### config.mk
export PLATFORM = sky130hd
export DESIGN_NAME = reg_file_ctrl
export DESIGN_NICKNAME = d
export VERILOG_FILES = /design/src/rtl/reg_file_ctrl.sv
export SDC_FILE = /design/constraint.sdc
export NUM_CORES = 1
export LEC_CHECK = 0
export CAP_MARGIN = 20
export CORE_UTILIZATION = 52
export CTS_CLUSTER_SIZE = 40
export DETAILED_ROUTE_END_ITERATION = 12
export GPL_ROUTABILITY_DRIVEN = 0
export GPL_TIMING_DRIVEN = 0
export PLACE_DENSITY = 0.77
export SETUP_SLACK_MARGIN = 0.4
export SLEW_MARGIN = 10
export SYNTH_ARGS = -nofsm -noshare
export SYNTH_HDL_FRONTEND = slang
export SYNTH_SLANG_ARGS = --single-unit
### constraint.sdc
create_clock -name CLK -period 2.91 [get_ports CLK]
set_input_delay 0.291 -clock CLK [delete_from_list [all_inputs] [get_ports CLK]]
set_output_delay 0.291 -clock CLK [all_outputs]
set_load 0.01 [all_outputs]
### src/rtl/reg_file_ctrl.sv
// Sequencing master for the 8x8 register file: decodes one instruction per
// handshake, reads operands, runs a small ALU and issues a one-cycle write-back.
module reg_file_ctrl #(
  parameter int READ_WAIT = 1
) (
  input  logic        CLK,
  input  logic        RESET,
  input  logic [31:0] INSTR,
  input  logic        INSTR_VALID,
  output logic        INSTR_READY,
  output logic [2:0]  OUT1ADDRESS,
  output logic [2:0]  OUT2ADDRESS,
  input  logic [7:0]  REGOUT1,
  input  logic [7:0]  REGOUT2,
  output logic [2:0]  INADDRESS,
  output logic [7:0]  IN,
  output logic        WRITE,
  output logic        DONE,
  output logic        ERROR
);

  typedef enum logic [2:0] {IDLE, READ, EXEC, WB, ERR} state_t;

  localparam logic [7:0] OP_LOADI = 8'h00;
  localparam logic [7:0] OP_MOV   = 8'h01;
  localparam logic [7:0] OP_ADD   = 8'h02;
  localparam logic [7:0] OP_SUB   = 8'h03;
  localparam logic [7:0] OP_AND   = 8'h04;
  localparam logic [7:0] OP_OR    = 8'h05;
  localparam logic [7:0] WAIT_LAST = 8'(READ_WAIT - 1);

  state_t     state_q, state_d;
  logic [7:0] wait_q, wait_d;
  logic [7:0] opcode_q, imm_q;
  logic [2:0] dest_q;
  logic [7:0] op1_q, op2_q;
  logic       ready_q, write_q, done_q, error_q;
  logic [2:0] out1_q, out2_q, inAddr_q;
  logic [7:0] in_q;
  logic [7:0] aluResult;
  logic       accept;
  logic       unusedInstrBits;

  assign unusedInstrBits = ^{INSTR[23:19], INSTR[15:11]};

  // ready_q is only ever high in IDLE, so it doubles as the accept gate
  assign accept = ready_q & INSTR_VALID;

  always_comb begin
    state_d = state_q;
    wait_d  = wait_q;
    case (state_q)
      IDLE: begin
        if (accept) begin
          if (INSTR[31:24] == OP_LOADI) begin
            state_d = EXEC;
          end else if (INSTR[31:24] <= OP_OR) begin
            state_d = READ;
            wait_d  = 8'd0;
          end else begin
            state_d = ERR;
          end
        end
      end
      READ: begin
        if (wait_q == WAIT_LAST) state_d = EXEC;
        else                     wait_d  = wait_q + 8'd1;
      end
      EXEC:    state_d = WB;
      WB:      state_d = IDLE;
      ERR:     state_d = IDLE;
      default: state_d = IDLE;
    endcase
  end

  always_comb begin
    aluResult = 8'h00;
    case (opcode_q)
      OP_LOADI: aluResult = imm_q;
      OP_MOV:   aluResult = op2_q;
      OP_ADD:   aluResult = op1_q + op2_q;
      OP_SUB:   aluResult = op1_q + (~op2_q + 8'd1);
      OP_AND:   aluResult = op1_q & op2_q;
      OP_OR:    aluResult = op1_q | op2_q;
      default:  aluResult = 8'h00;
    endcase
  end

  // Outputs are registered from the next state so each is valid for the whole cycle
  always_ff @(posedge CLK) begin
    if (RESET) begin
      state_q  <= IDLE;
      wait_q   <= 8'd0;
      opcode_q <= 8'h00;
      imm_q    <= 8'h00;
      dest_q   <= 3'd0;
      op1_q    <= 8'h00;
      op2_q    <= 8'h00;
      ready_q  <= 1'b0;
      write_q  <= 1'b0;
      done_q   <= 1'b0;
      error_q  <= 1'b0;
      out1_q   <= 3'd0;
      out2_q   <= 3'd0;
      inAddr_q <= 3'd0;
      in_q     <= 8'h00;
    end else begin
      state_q <= state_d;
      wait_q  <= wait_d;
      ready_q <= (state_d == IDLE);
      write_q <= (state_d == WB);
      done_q  <= (state_d == WB);
      error_q <= (state_d == ERR);
      if (accept) begin
        opcode_q <= INSTR[31:24];
        dest_q   <= INSTR[18:16];
        imm_q    <= INSTR[7:0];
        if (state_d == READ) begin
          out1_q <= INSTR[10:8];
          out2_q <= INSTR[2:0];
        end
      end
      if (state_q == READ && state_d == EXEC) begin
        op1_q <= REGOUT1;
        op2_q <= REGOUT2;
      end
      if (state_q == EXEC) begin
        inAddr_q <= dest_q;
        in_q     <= aluResult;
      end
    end
  end

  assign INSTR_READY = ready_q;
  assign OUT1ADDRESS = out1_q;
  assign OUT2ADDRESS = out2_q;
  assign INADDRESS   = inAddr_q;
  assign IN          = in_q;
  assign WRITE       = write_q;
  assign DONE        = done_q;
  assign ERROR       = error_q;

endmodule

==> out/results.tsv, run 1 <==
stage	metric	value	unit
global_routing	first-pass GRT wire length	14.7	mm
setup_path	worst path required time	3.18	ns
logic_synthesis	Commonest cells post-synth	66 x dfxtp_1, 57 x nand2_1, 48 x a21oi_1	
cts	CTS tree	yes	
routing	DR vias	3344	
setup_path	startpoint type of the worst setup path	register	
setup_path	Setup CP Type	reg -> reg	
cts	clk_lat worst skew	0.34	ns
cts	Setup Fix Bufs, Post-CTS	0	
power	P_sw	0.000499	W
setup_path	Reg2Reg Setup Slack	0.56	ns
global_routing	initial antenna violation count	0	
logic_synthesis	syn nets	515	
placement	Cells after DPL	594	
power	sequential power share	42.9	%
power	Clock power frac	48.1	%
placement	IO Port Bufs	61	
logic_synthesis	number of synthesized register bits	66	
routing	WL final	9.06	mm
logic_synthesis	Synth cell types	50	
logic_synthesis	Synth Cell Area	3660	µm²
global_routing	largest net degree at the start of global routing	13	
cts	clock-pin transition on the worst setup and hold timing paths	0.08	ns
timing	Slew headroom	51.5	%
power	pwr dens	466	nW/µm²
setup_path	crit path capture type	register	
logic_synthesis	Synth Warn #	0	
worst_hold_path	worst hold path type	reg -> reg	
power	Lkg Pwr	1.82	nW
placement	post-DP HPWL	6.71	mm
logic_synthesis	dominant cells by area after synthesis	dfxtp_1 36%, ha_1 8.5%, a21oi_1 6.6%, nand2_1 5.8%, mux2i_1 4.9%	
logic_synthesis	most frequent cell after synthesis	dfxtp_1	
floorplan	CORE AREA	6790	µm²
routing	DRC viols	0	
timing	post-layout min period	2.35	ns
power	Final Power	0.00218	W
timing	fin crit share	80.8	%
logic_synthesis	Mapped Cells	437	
logic_synthesis	Synth area leader	dfxtp_1	
global_routing	global route overflow	0	
timing	final setup violation count	0	
power	combinational cell fraction of total power	9.0	%
floorplan	num ports	72	
floorplan	num rows	30	
timing	TNS Setup	0	ns
floorplan	starting density of the core	53.9	%
setup_path	Critical Path AT	2.62	ns
final_layout	area grow syn2layout	27.5	%
global_routing	vias in the first global route	3095	
power	worst vdd ir	0.254	mV
floorplan	die footprint	7390	µm²
final_layout	fin cells	610	
logic_synthesis	ys async rst share	0	%
timing	Max Freq	425	MHz
timing	clock skew	0.00707	ns
timing	RSZ-0062 raised after global routing	false	
routing	drt pass-1 iters	4	
cts	CTS Buf Count	9	
logic_synthesis	Top FF cell, synth	dfxtp_1	
floorplan	Die X	86.0	µm
run_status	status	complete, no violations	
timing	final hold viol count	0	
cts	Root Buffer	clkbuf_8	
timing	Worst Tran Pin Value	0.727	ns
logic_synthesis	EDFF count, synth	0	
power	Int Pwr	0.00168	W
placement	placed cell area	4400	µm²
routing	antenna violation net count after detailed routing	0	
logic_synthesis	register area share after synthesis	36.1	%
final_layout	fraction of layout instances using a drive strength above 1	7.00	%
logic_synthesis	Yosys top cell area share	36.1	%
final_layout	ant diodes	0	
cts	TritonCTS Sinks	66	
routing	1st-iter DRT viols	154	
final_layout	final design area excluding fillers	4670	µm²
cts	Bufs on Longest Clock Path	2	
routing	vias per inst	5.48	
final_layout	Fill cells	585	
run	max-cap violation count	0	
setup_path	CP max FO	8	
floorplan	height of the die	86.0	µm
global_routing	total track usage	25.8	%
final_layout	Nets	587	
cts	cts hold-fix bufs	0	
cts	H-tree levels	3	
routing	routed length per placed instance	14.9	µm
logic_synthesis	Post-Syn Area per Cell	8.39	µm²
timing	Slew Viols, Final	0	
power	Sw Ratio	22.9	%
-- cell usage in the layout (no fill, tap or decap), types with 7 or more instances in the layout --
cell type        Yosys  final
o21ai_0             24     24
clkdlybuf4s50_1      0     61
mux2i_1             18     18
dfxtp_1             66     66
nand2_1             57     57
clkbuf_1            16     15
or3_1                9      9
clkbuf_8             0      9
nand3b_1             7      7
nor2_1              27     27
nand3_1              8      8
nor3_1              10     10
inv_1               32     32
a21oi_1             48     48
a211oi_1            12     12
ha_1                25     25
-- worst max-delay path, stage by stage (launching register included) --
cell	delay (ns)
dfxtp_1	0.32
or4_4	0.58
or4_1	0.40
buf_2	0.17
or3b_1	0.36
a2111o_1	0.35
o211ai_1	0.09
-- layer usage --
metal  track usage, %  vias up  part of all wire (%)
met5                0        -                     0
met4             8.79        0                   1.5
met3             4.91       13                   5.8
met2             42.9       99                    47
met1             33.4     1552                    45
li1                 -     1680                     -
-- cell families (layout without fill, tap and decap cells) --
family                     Yosys count  in the layout  share of synthesized area (%)
and+or+nand+nor                    151            151                           20.6
AOI/OAI and AO/OA                  113            113                           19.2
DFF                                 66             66                           36.1
buffers and inverters               57            134                           6.52
adders and majority gates           27             27                           9.63
muxes                               23             23                           7.99
-- stage by stage --
stage / hold WS, ns / worst slack (ns) / util [%]
2_1_floorplan: 0.426 / 0.699 / -
3_3_place_gp: 0.435 / 0.158 / 64.7
3_5_place_dp: 0.447 / 0.124 / 64.7
4_1_cts: 0.456 / 0.437 / 68.6
5_1_grt: 0.475 / 0.415 / 68.8
6_report: 0.452 / 0.559 / 68.8
-- path summary, 6_finish.rpt --
path / depth (start not counted) / endpoint / startpoint
min: 2 / IN[1] / IN[1]
max reg2reg: 6 / IN[7] / opcode_q[4]
max: 6 / IN[7] / opcode_q[4]
min reg2reg: 2 / IN[1] / IN[1]
-- cell type report --
type	count	area (µm²)	area share, %
buffer	25	121	2.60
clock buffer	10	128	2.73
clock inverter	6	138	2.95
inverter	32	120	2.57
multi-input combinational	314	2110	45.2
sequential	66	1320	28.3
tap	96	120	2.57
timing repair buffer	61	611	13.1
-- power groups by stage --
stage          registers [W]  clock network, W  logic (W)
2_1_floorplan       0.000950                 0  0.0000993
3_3_place_gp        0.000953                 0   0.000191
3_5_place_dp        0.000954                 0   0.000194
4_1_cts             0.000933           0.00105   0.000195
5_1_grt             0.000935           0.00109   0.000214
6_report            0.000933           0.00105   0.000197
-- state kept, by name, indices dropped and copies added (netlist names), 3 cells and up --
register,cells
IN,8
imm_q,8
op1_q,8
op2_q,8
opcode_q,8
wait_q,8
INADDRESS,3
OUT1ADDRESS,3
OUT2ADDRESS,3
dest_q,3
state_q,3
-- repair_timing --
action,4_1_cts,5_1_grt
resized for setup,0,5
hold endpoints to repair,0,0
setup endpoints to repair,0,10
Note: power is estimated with default switching activity, not from simulation.
==> run 2: changes to the inputs <==
Clock period 2.91 ns to 2.17 ns, I/O delays scaled along.
==> out/results.tsv, run 2 (synthesis results as in run 1) <==
stage	metric	value	unit
placement	pre-CTS WS	-0.393	ns
cts	Bufs on Longest Clock Path	2	
floorplan	height of the die	86.0	µm
cts	H-tree levels	3	
timing	final setup violation count	3	
placement	placed cell area	4460	µm²
timing	post-route setup slack	-0.118	ns
setup_path	Critical Path AT	2.58	ns
timing	Slew Viols, Final	0	
routing	WL final	10.2	mm
floorplan	die footprint	7390	µm²
run_status	failing checks	setup timing	
timing	Max Freq	437	MHz
final_layout	Layout Utilization	74.3	%
routing	antenna violation net count after detailed routing	0	
routing	DR WL met3	549	µm
setup_path	startpoint type of the worst setup path	register	
final_layout	commonest cells after routing, fill and taps aside	57 x nand2_1, 57 x clkdlybuf4s50_1, 54 x dfxtp_1, 45 x a21oi_1, 28 x inv_1	
routing	routed metal-1 wirelength	4.35	mm
setup_path	Setup CP Type	reg -> reg	
final_layout	fraction of layout instances using a drive strength above 1	20.6	%
cts	Root Buffer	clkbuf_8	
run_status	status	finished with violations	
final_layout	area grow syn2layout	37.8	%
cts	TritonCTS Sinks	66	
setup_path	RR Startpoint	opcode_q[6]	
setup_path	path depth of the worst reg2reg path	6	
floorplan	Die X	86.0	µm
setup_path	Worst setup endpoint	IN[6]	
final_layout	sequential standard cell area	1340	µm²
cts	CTS Buf Count	9	
routing	drt pass-1 iters	5	
timing	Worst Tran Pin Value	0.742	ns
setup_path	Crit. Startpoint	opcode_q[6]	
floorplan	num rows	30	
worst_hold_path	worst hold path type	in -> reg	
setup_path	worst path required time	2.46	ns
global_routing	first-pass GRT wire length	16.2	mm
power	pwr dens	517	nW/µm²
setup_path	CP max FO	8	
timing	post-layout min period	2.29	ns
routing	DRC viols	0	
routing	met2 WL post-DR	4.99	mm
power	Lkg Pwr	1.96	nW
timing	worst hold slack	0.257	ns
cts	clock-pin transition on the worst setup and hold timing paths	0.09	ns
setup_path	Crit Reg-Reg Endpoint	IN[6]	
final_layout	area of the multi-input gates	2370	µm²
final_layout	final design area excluding fillers	5050	µm²
cts	CTS tree	yes	
routing	routed length per placed instance	16.4	µm
floorplan	starting density of the core	53.9	%
power	Final Power	0.00261	W
final_layout	Fill cells	517	
timing	Slew headroom	49.9	%
final_layout	Nets	601	
routing	DR top layer	met4	
global_routing	global route overflow	0	
setup_path	Reg2Reg Setup Slack	-0.12	ns
timing	clock skew	0.0128	ns
global_routing	total track usage	28.1	%
final_layout	ant diodes	0	
placement	post-DP HPWL	7.05	mm
setup_path	crit path capture type	register	
global_routing	initial antenna violation count	0	
cts	clk_lat worst skew	0.35	ns
floorplan	CORE AREA	6790	µm²
timing	final hold viol count	0	
global_routing	vias in the first global route	3476	
floorplan	num ports	72	
timing	fin crit share	105	%
cts	cts hold-fix bufs	0	
routing	1st-iter DRT viols	170	
placement	IO Port Bufs	61	
routing	vias per inst	5.75	
routing	DR vias	3590	
power	worst vdd ir	0.432	mV
global_routing	largest net degree at the start of global routing	14	
run	max-cap violation count	0	
timing	RSZ-0062 raised after global routing	true	
[run 2: worst min-delay path by stage]
stage,slack [ns],startpoint,to,cells after the start
floorplan,0.35,INSTR[3],imm_q[3],2
detailed placement,0.44,dest_q[1],INADDRESS[1],2
CTS,0.25,INSTR[29],opcode_q[5],3
global route,0.28,INSTR[29],opcode_q[5],3
finish,0.26,INSTR[31],opcode_q[7],3
global placement,0.44,dest_q[1],INADDRESS[1],2
[run 2: repair_timing]
item,4_1_cts,5_1_grt
buffers inserted,5,6
pin swaps,12,14
gates cloned,2,1
endpoints found under the setup margin,40,24
gates resized for setup,41,41
[run 2: per-layer routing]
layer  track usage [%]  up-vias
li1                  -     1717
met1              35.3     1696
met2              47.4      147
met3              3.95       30
met4              13.8        0
met5                 0        -
[run 2: per-stage QoR]
step,std cells,TNS [ns]
finish,624,-0.332
CTS,617,-0.418
floorplan,437,-0.0631
detailed placement,594,-5.79
global route,624,-0.501
global placement,594,-4.70
[run 2: layout make-up]
class | instances | share of cell area (%)
Clock inverter | 7 | 1.51
Tap cell | 96 | 2.38
Clock buffer | 9 | 2.45
Multi-Input combinational cell | 314 | 47.0
Timing Repair Buffer | 75 | 14.4
Buffer | 25 | 3.25
Inverter | 32 | 2.43
Sequential cell | 66 | 26.6
[run 2: critical path: stages, from the launching register on]
cell and delay, ns:
dfxtp_1 0.32, or4_4 0.56, or4_4 0.43, buf_6 0.16, a2111o_1 0.37, or3_1 0.32
nand3_1 0.08
[run 2: power breakdown]
| group | internal (W) | switching [W] |
|---|---|---|
| Sequential | 0.00123 | 0.0000192 |
| Clock | 0.000538 | 0.000521 |
| Combinational | 0.000148 | 0.000154 |
